<file path="src/rtl/weight_skew_fifo_array.sv">
// weight_skew_fifo_array: a bank of per-column weight FIFOs, all popped together.
// Column c output is delayed by c cycles so that the weights reach the systolic array
// as a diagonal wavefront.
// Optional debug taps (col_raw_o, level_o) are present when WFIFO_RAW_TAP_EN is defined.
module weight_skew_fifo_array #(
    parameter int unsigned NUM_COLS = 3,
    parameter int unsigned DATA_W   = 8,
    parameter int unsigned DEPTH    = 4
) (
    input  logic                                   clk,
    input  logic                                   rst_n,
    input  logic                                   flush_i,
    input  logic [NUM_COLS-1:0]                    push_i,
    input  logic [NUM_COLS*DATA_W-1:0]             data_in_i,
    input  logic                                   pop_i,
    input  logic                                   err_clr_i,
    output logic                                   pop_ack_o,
    output logic [NUM_COLS*DATA_W-1:0]             col_out_o,
    output logic [NUM_COLS-1:0]                    col_valid_o,
    output logic [NUM_COLS-1:0]                    full_o,
    output logic [NUM_COLS-1:0]                    empty_o,
    output logic                                   overflow_err_o,
    output logic                                   underflow_err_o
`ifdef WFIFO_RAW_TAP_EN
    ,
    output logic [NUM_COLS*DATA_W-1:0]             col_raw_o,
    output logic [NUM_COLS*($clog2(DEPTH)+1)-1:0]  level_o
`endif
);

    localparam int unsigned AW = $clog2(DEPTH);
    localparam int unsigned CW = AW + 1;

    logic [DATA_W-1:0]   mem_q    [NUM_COLS][DEPTH];
    logic [AW-1:0]       wr_ptr_q [NUM_COLS];
    logic [AW-1:0]       wr_ptr_d [NUM_COLS];
    logic [AW-1:0]       rd_ptr_q [NUM_COLS];
    logic [AW-1:0]       rd_ptr_d [NUM_COLS];
    logic [CW-1:0]       count_q  [NUM_COLS];
    logic [CW-1:0]       count_d  [NUM_COLS];
    logic [DATA_W-1:0]   head     [NUM_COLS];
    logic [DATA_W-1:0]   launch   [NUM_COLS];
    logic [NUM_COLS-1:0] push_ok;
    logic                ovf_q, ovf_d, unf_q, unf_d;
    logic                ovf_set, unf_set;

    // Flags decode registered occupancy only; pop acceptance is all-or-nothing.
    always_comb begin
        for (int c = 0; c < NUM_COLS; c++) begin
            full_o[c]  = (count_q[c] == CW'(DEPTH));
            empty_o[c] = (count_q[c] == '0);
        end
        pop_ack_o = pop_i & ~(|empty_o) & ~flush_i;
    end

    // Next-state for pointers, counts and sticky errors; flush wins over push/pop.
    always_comb begin
        for (int c = 0; c < NUM_COLS; c++) begin
            head[c]     = mem_q[c][rd_ptr_q[c]];
            launch[c]   = pop_ack_o ? head[c] : '0;
            // A full queue still accepts a push when the same-cycle pop frees a slot.
            push_ok[c]  = push_i[c] & (~full_o[c] | pop_ack_o) & ~flush_i;
            wr_ptr_d[c] = wr_ptr_q[c];
            rd_ptr_d[c] = rd_ptr_q[c];
            count_d[c]  = count_q[c];
            if (flush_i) begin
                wr_ptr_d[c] = '0;
                rd_ptr_d[c] = '0;
                count_d[c]  = '0;
            end else begin
                if (push_ok[c]) wr_ptr_d[c] = wr_ptr_q[c] + 1'b1;
                if (pop_ack_o)  rd_ptr_d[c] = rd_ptr_q[c] + 1'b1;
                if (push_ok[c] && !pop_ack_o) begin
                    count_d[c] = count_q[c] + 1'b1;
                end else if (!push_ok[c] && pop_ack_o) begin
                    count_d[c] = count_q[c] - 1'b1;
                end
            end
        end
        ovf_set = ~flush_i & (|(push_i & ~push_ok));
        unf_set = ~flush_i & pop_i & (|empty_o);
        // Setting an error beats a same-cycle clear.
        ovf_d   = ovf_set ? 1'b1 : (err_clr_i ? 1'b0 : ovf_q);
        unf_d   = unf_set ? 1'b1 : (err_clr_i ? 1'b0 : unf_q);
    end

    // Queue state and error flag registers.
    always_ff @(posedge clk or negedge rst_n) begin
        if (!rst_n) begin
            for (int c = 0; c < NUM_COLS; c++) begin
                wr_ptr_q[c] <= '0;
                rd_ptr_q[c] <= '0;
                count_q[c]  <= '0;
            end
            ovf_q <= 1'b0;
            unf_q <= 1'b0;
        end else begin
            for (int c = 0; c < NUM_COLS; c++) begin
                wr_ptr_q[c] <= wr_ptr_d[c];
                rd_ptr_q[c] <= rd_ptr_d[c];
                count_q[c]  <= count_d[c];
            end
            ovf_q <= ovf_d;
            unf_q <= unf_d;
        end
    end

    // Storage write; contents need no reset since counts gate every read.
    always_ff @(posedge clk) begin
        for (int c = 0; c < NUM_COLS; c++) begin
            if (push_ok[c]) mem_q[c][wr_ptr_q[c]] <= data_in_i[c*DATA_W +: DATA_W];
        end
    end

    assign overflow_err_o  = ovf_q;
    assign underflow_err_o = unf_q;

    for (genvar c = 0; c < NUM_COLS; c++) begin : g_col
        if (c == 0) begin : g_direct
            assign col_out_o[c*DATA_W +: DATA_W] = launch[c];
            assign col_valid_o[c]                = pop_ack_o;
        end else begin : g_skew
            logic [DATA_W-1:0] pipe_d_q [c];
            logic              pipe_v_q [c];

            // c-stage delay line, free-running so bubbles travel as zero/invalid.
            always_ff @(posedge clk or negedge rst_n) begin
                if (!rst_n) begin
                    for (int i = 0; i < c; i++) begin
                        pipe_d_q[i] <= '0;
                        pipe_v_q[i] <= 1'b0;
                    end
                end else if (flush_i) begin
                    for (int i = 0; i < c; i++) begin
                        pipe_d_q[i] <= '0;
                        pipe_v_q[i] <= 1'b0;
                    end
                end else begin
                    pipe_d_q[0] <= launch[c];
                    pipe_v_q[0] <= pop_ack_o;
                    for (int i = 1; i < c; i++) begin
                        pipe_d_q[i] <= pipe_d_q[i-1];
                        pipe_v_q[i] <= pipe_v_q[i-1];
                    end
                end
            end

            assign col_out_o[c*DATA_W +: DATA_W] = pipe_d_q[c-1];
            assign col_valid_o[c]                = pipe_v_q[c-1];
        end

`ifdef WFIFO_RAW_TAP_EN
        assign col_raw_o[c*DATA_W +: DATA_W] = head[c];
        assign level_o[c*CW +: CW]           = count_q[c];
`endif
    end

endmodule

</file>
<file path="config.mk">
export PLATFORM = sky130hd
export DESIGN_NAME = weight_skew_fifo_array
export DESIGN_NICKNAME = d
export VERILOG_FILES = /design/src/rtl/weight_skew_fifo_array.sv
export SDC_FILE = /design/constraint.sdc
export NUM_CORES = 1
export LEC_CHECK = 0
export CORE_UTILIZATION = 50
export DETAILED_ROUTE_END_ITERATION = 7
export PLACE_DENSITY = 0.75
export SLEW_MARGIN = 15
export SYNTH_ARGS = -nofsm -noshare
export SYNTH_HDL_FRONTEND = slang
export SYNTH_SLANG_ARGS = --single-unit
</file>
<file path="constraint.sdc">
create_clock -name clk -period 2.4 [get_ports clk]
set_input_delay 0.48 -clock clk [delete_from_list [all_inputs] [get_ports clk]]
set_output_delay 0.48 -clock clk [all_outputs]
set_load 0.01 [all_outputs]
</file>
==> flow_metrics.tcl <==
set metrics [dict create \
    drtIter0Drc 241 \
    layout-drive-gt1-share_pct 28.1 \
    hold_buffers 0 \
    drc_errors 0 \
    yosysSeqAreaShare_pct 66.5 \
    wl_per_cell_um 17.6 \
    cts-root-buf "clkbuf_16" \
    maxCapViolations 0 \
    async_flop_share_pct 33.8 \
    setup_viol 0 \
    grt_pass1_wl_um 19000 \
    vdd_drop_max_mv 0.749 \
    reg2regPathDepth 7 \
    io_pins 68 \
    die_height_um 113 \
    fin_setup_tns_ps 0 \
    vias_per_cell 5.38 \
    final_cell_mix "edfxtp_1, clkdlybuf4s50_1, dfrtp_1, buf_4, and2_1" \
    htree_levels 4 \
    cp-start-kind "register" \
    grt_usage_pct 20.0 \
    overflow 0 \
    crit_path_end_kind "output port" \
    cp_max_fo 10 \
    post_synth_main_area_contributors "edfxtp_1, dfrtp_1, mux4_2" \
    timing.slew.headroom_pct 56.6 \
    rows 40 \
    postRouteAntennaNets 0 \
    power_density_nw_per_um2 862 \
    critPathMaxStageDelay_ps 440 \
    fin_crit_sh_pct 97.3 \
    rsz0062_at_grt "false" \
    synth.distinct_cells 58 \
    initial_core_util_pct 51.5 \
    synth.ff_latch_count 145 \
    synth_cells 387 \
    nNetsFinal 543 \
    n_fill_cell 841 \
    required_ps 1920 \
    firstDrtPassIters 4 \
    yosysWarnings 0 \
    antenna_found_initial 0 \
    yosys.area.top_type "edfxtp_1" \
    cellLeakagePower_uw 0.00308 \
    cts_max_path_buffers 2 \
    clock_latency_ps 430 \
    die_x_um 113 \
    power_uw 6760 \
    core_area_sq_um 12000 \
    period_minus_slack_ps 2340 \
    synth_fp_nets 434 \
    synth_top_cell_area_share_pct 46.6 \
    synthFlopType "edfxtp_1" \
    final_common_cell "edfxtp_1" \
    finalWirelength_um 11600 \
    die_area_sq_um 12800 \
    hold_viol 0 \
    areaGrowthSynthToFinish_pct 26.9 \
    fmax_mhz 428 \
    path_clk_slew_ps 50 \
    worstHoldPathType "in -> async" \
    diodes 0 \
    cp_cell_sequence "or3_4 > inv_8 > nor4_4 > buf_4 > dlygate4sd2_1" \
    finalMaxSlewViolations 0 \
    dpl.hpwl_um 7480 \
    tightest_slew_ps 652 \
    cts_tree "done" \
    reg2reg_from "count_q[4]$_DFFE_PN0P_" \
    synth-edff-count 96 \
    cp_slowest_cell "or3_4" \
    status "complete, no violations" \
    finClkSkew_ps 10.8 \
    cts_buffers 17 \
    reg2reg_setup_slack_ps 110 \
    clock-sinks 145 \
    grt_max_degree 50 \
    r2r-end "count_q[7]$_DFFE_PN0P_" \
    startpoint "count_q[4]$_DFFE_PN0P_" \
    first_global_vias 3737 \
    arrival_ps 1860 \
    vias 3532 \
    setup.worst_path.class "reg -> out" \
    synth_area_sq_um 6180 \
    gp_congestion 0.821 \
    syn_area_per_cell_sq_um 16.0 \
    port_buffers 67 \
]
[metrics by stage]
| stage | instance area [sq um] | util, % | hold slack (ps) | setup slack, ps | std cells |
|---|---|---|---|---|---|
| final | 7840 | 65.3 | 172 | 63.8 | 656 |
| after detailed placement | 7210 | 60.1 | 453 | -230 | 614 |
| after global routing | 7840 | 65.3 | 229 | 12.9 | 656 |
| after floorplan | 6180 | - | 184 | 110 | 387 |
| after global placement | 7210 | 60.1 | 445 | -173 | 614 |
| after CTS | 7850 | 65.3 | 184 | -20.1 | 655 |
[synthesized netlist by cell type (4+ instances only)]
cell type	number
o31ai_1	4
mux4_2	24
a21oi_1	4
edfxtp_1	96
clkbuf_1	7
nand2_1	4
and3_1	5
buf_6	4
a211oi_1	4
nand4_1	5
ha_1	12
buf_4	10
nand3_1	5
nor2_1	18
xnor2_1	6
and2_1	27
buf_2	4
o32ai_1	4
inv_1	24
mux2_4	4
dfrtp_1	49
nor2b_1	12
[routing by layer]
layer  up-vias  wire length, um  global-route usage (%)
met3        19              368                    5.46
met5         -                0                       0
met1      1809             4980                    24.8
li1       1629                -                       -
met4         0              222                    8.25
met2        75             6000                    33.4
[worst max-delay path: cells and delay by family, from the launching register on]
kind / cells / cell delay, ps
buffers and inverters: 3 / 550
AND/OR/NAND/NOR: 2 / 480
flip-flops: 1 / 400
[state kept, by name, summed over array words and instances (netlist names)]
| register | flops |
|---|---|
| g_col.g_skew.pipe_v_q | 1 |
| g_col.g_skew.pipe_d_q | 16 |
| count_q | 9 |
| col_valid_o | 1 |
| wr_ptr_q | 6 |
| underflow_err_o | 1 |
| overflow_err_o | 1 |
| mem_q | 96 |
| col_out_o | 8 |
| rd_ptr_q | 6 |
[worst max-delay path by stage]
stage,slack [ps],cells past startpoint,endpoint
after floorplan,110,9,count_q[1]$_DFFE_PN0P_
after global placement,-170,6,col_out_o[1]
after detailed placement,-230,6,col_out_o[4]
after CTS,-20,6,col_out_o[4]
after global routing,10,5,pop_ack_o
final,60,5,pop_ack_o
[layout make-up]
type	count	area, sq um	area share (%)
clock buffers	25	487	6.21
clock inverters	7	52.6	0.670
inverters	27	116	1.48
multi-input cells	187	1840	23.4
flip-flops and latches	145	4110	52.4
well taps	147	184	2.34
repair buffers	118	1060	13.5
[report_power, final]
group	total [uW]	leakage, uW	internal, uW	switching [uW]
sequential	2970	0.00154	2840	130
combinational	1410	0.00128	732	679
clock	2380	0.000261	1410	969
[cells by family (layout without fill, tap and decap cells)]
kind of cell | after synthesis | count (layout) | synth area share (%)
flops | 145 | 145 | 66.5
simple gates | 99 | 99 | 9.79
buf+inv | 55 | 177 | 4.67
compound gates | 33 | 33 | 4.15
mux | 31 | 31 | 10.3
fa+ha+maj | 15 | 15 | 3.40
xor+xnor | 9 | 9 | 1.27
[what timing repair did]
item | 4_1_cts | 5_1_grt
endpoints found under the setup margin | 14 | 15
resized for setup | 35 | 16
setup buffers | 9 | 1
pin swaps | 2 | 1
(Power assumes the default switching activity.)
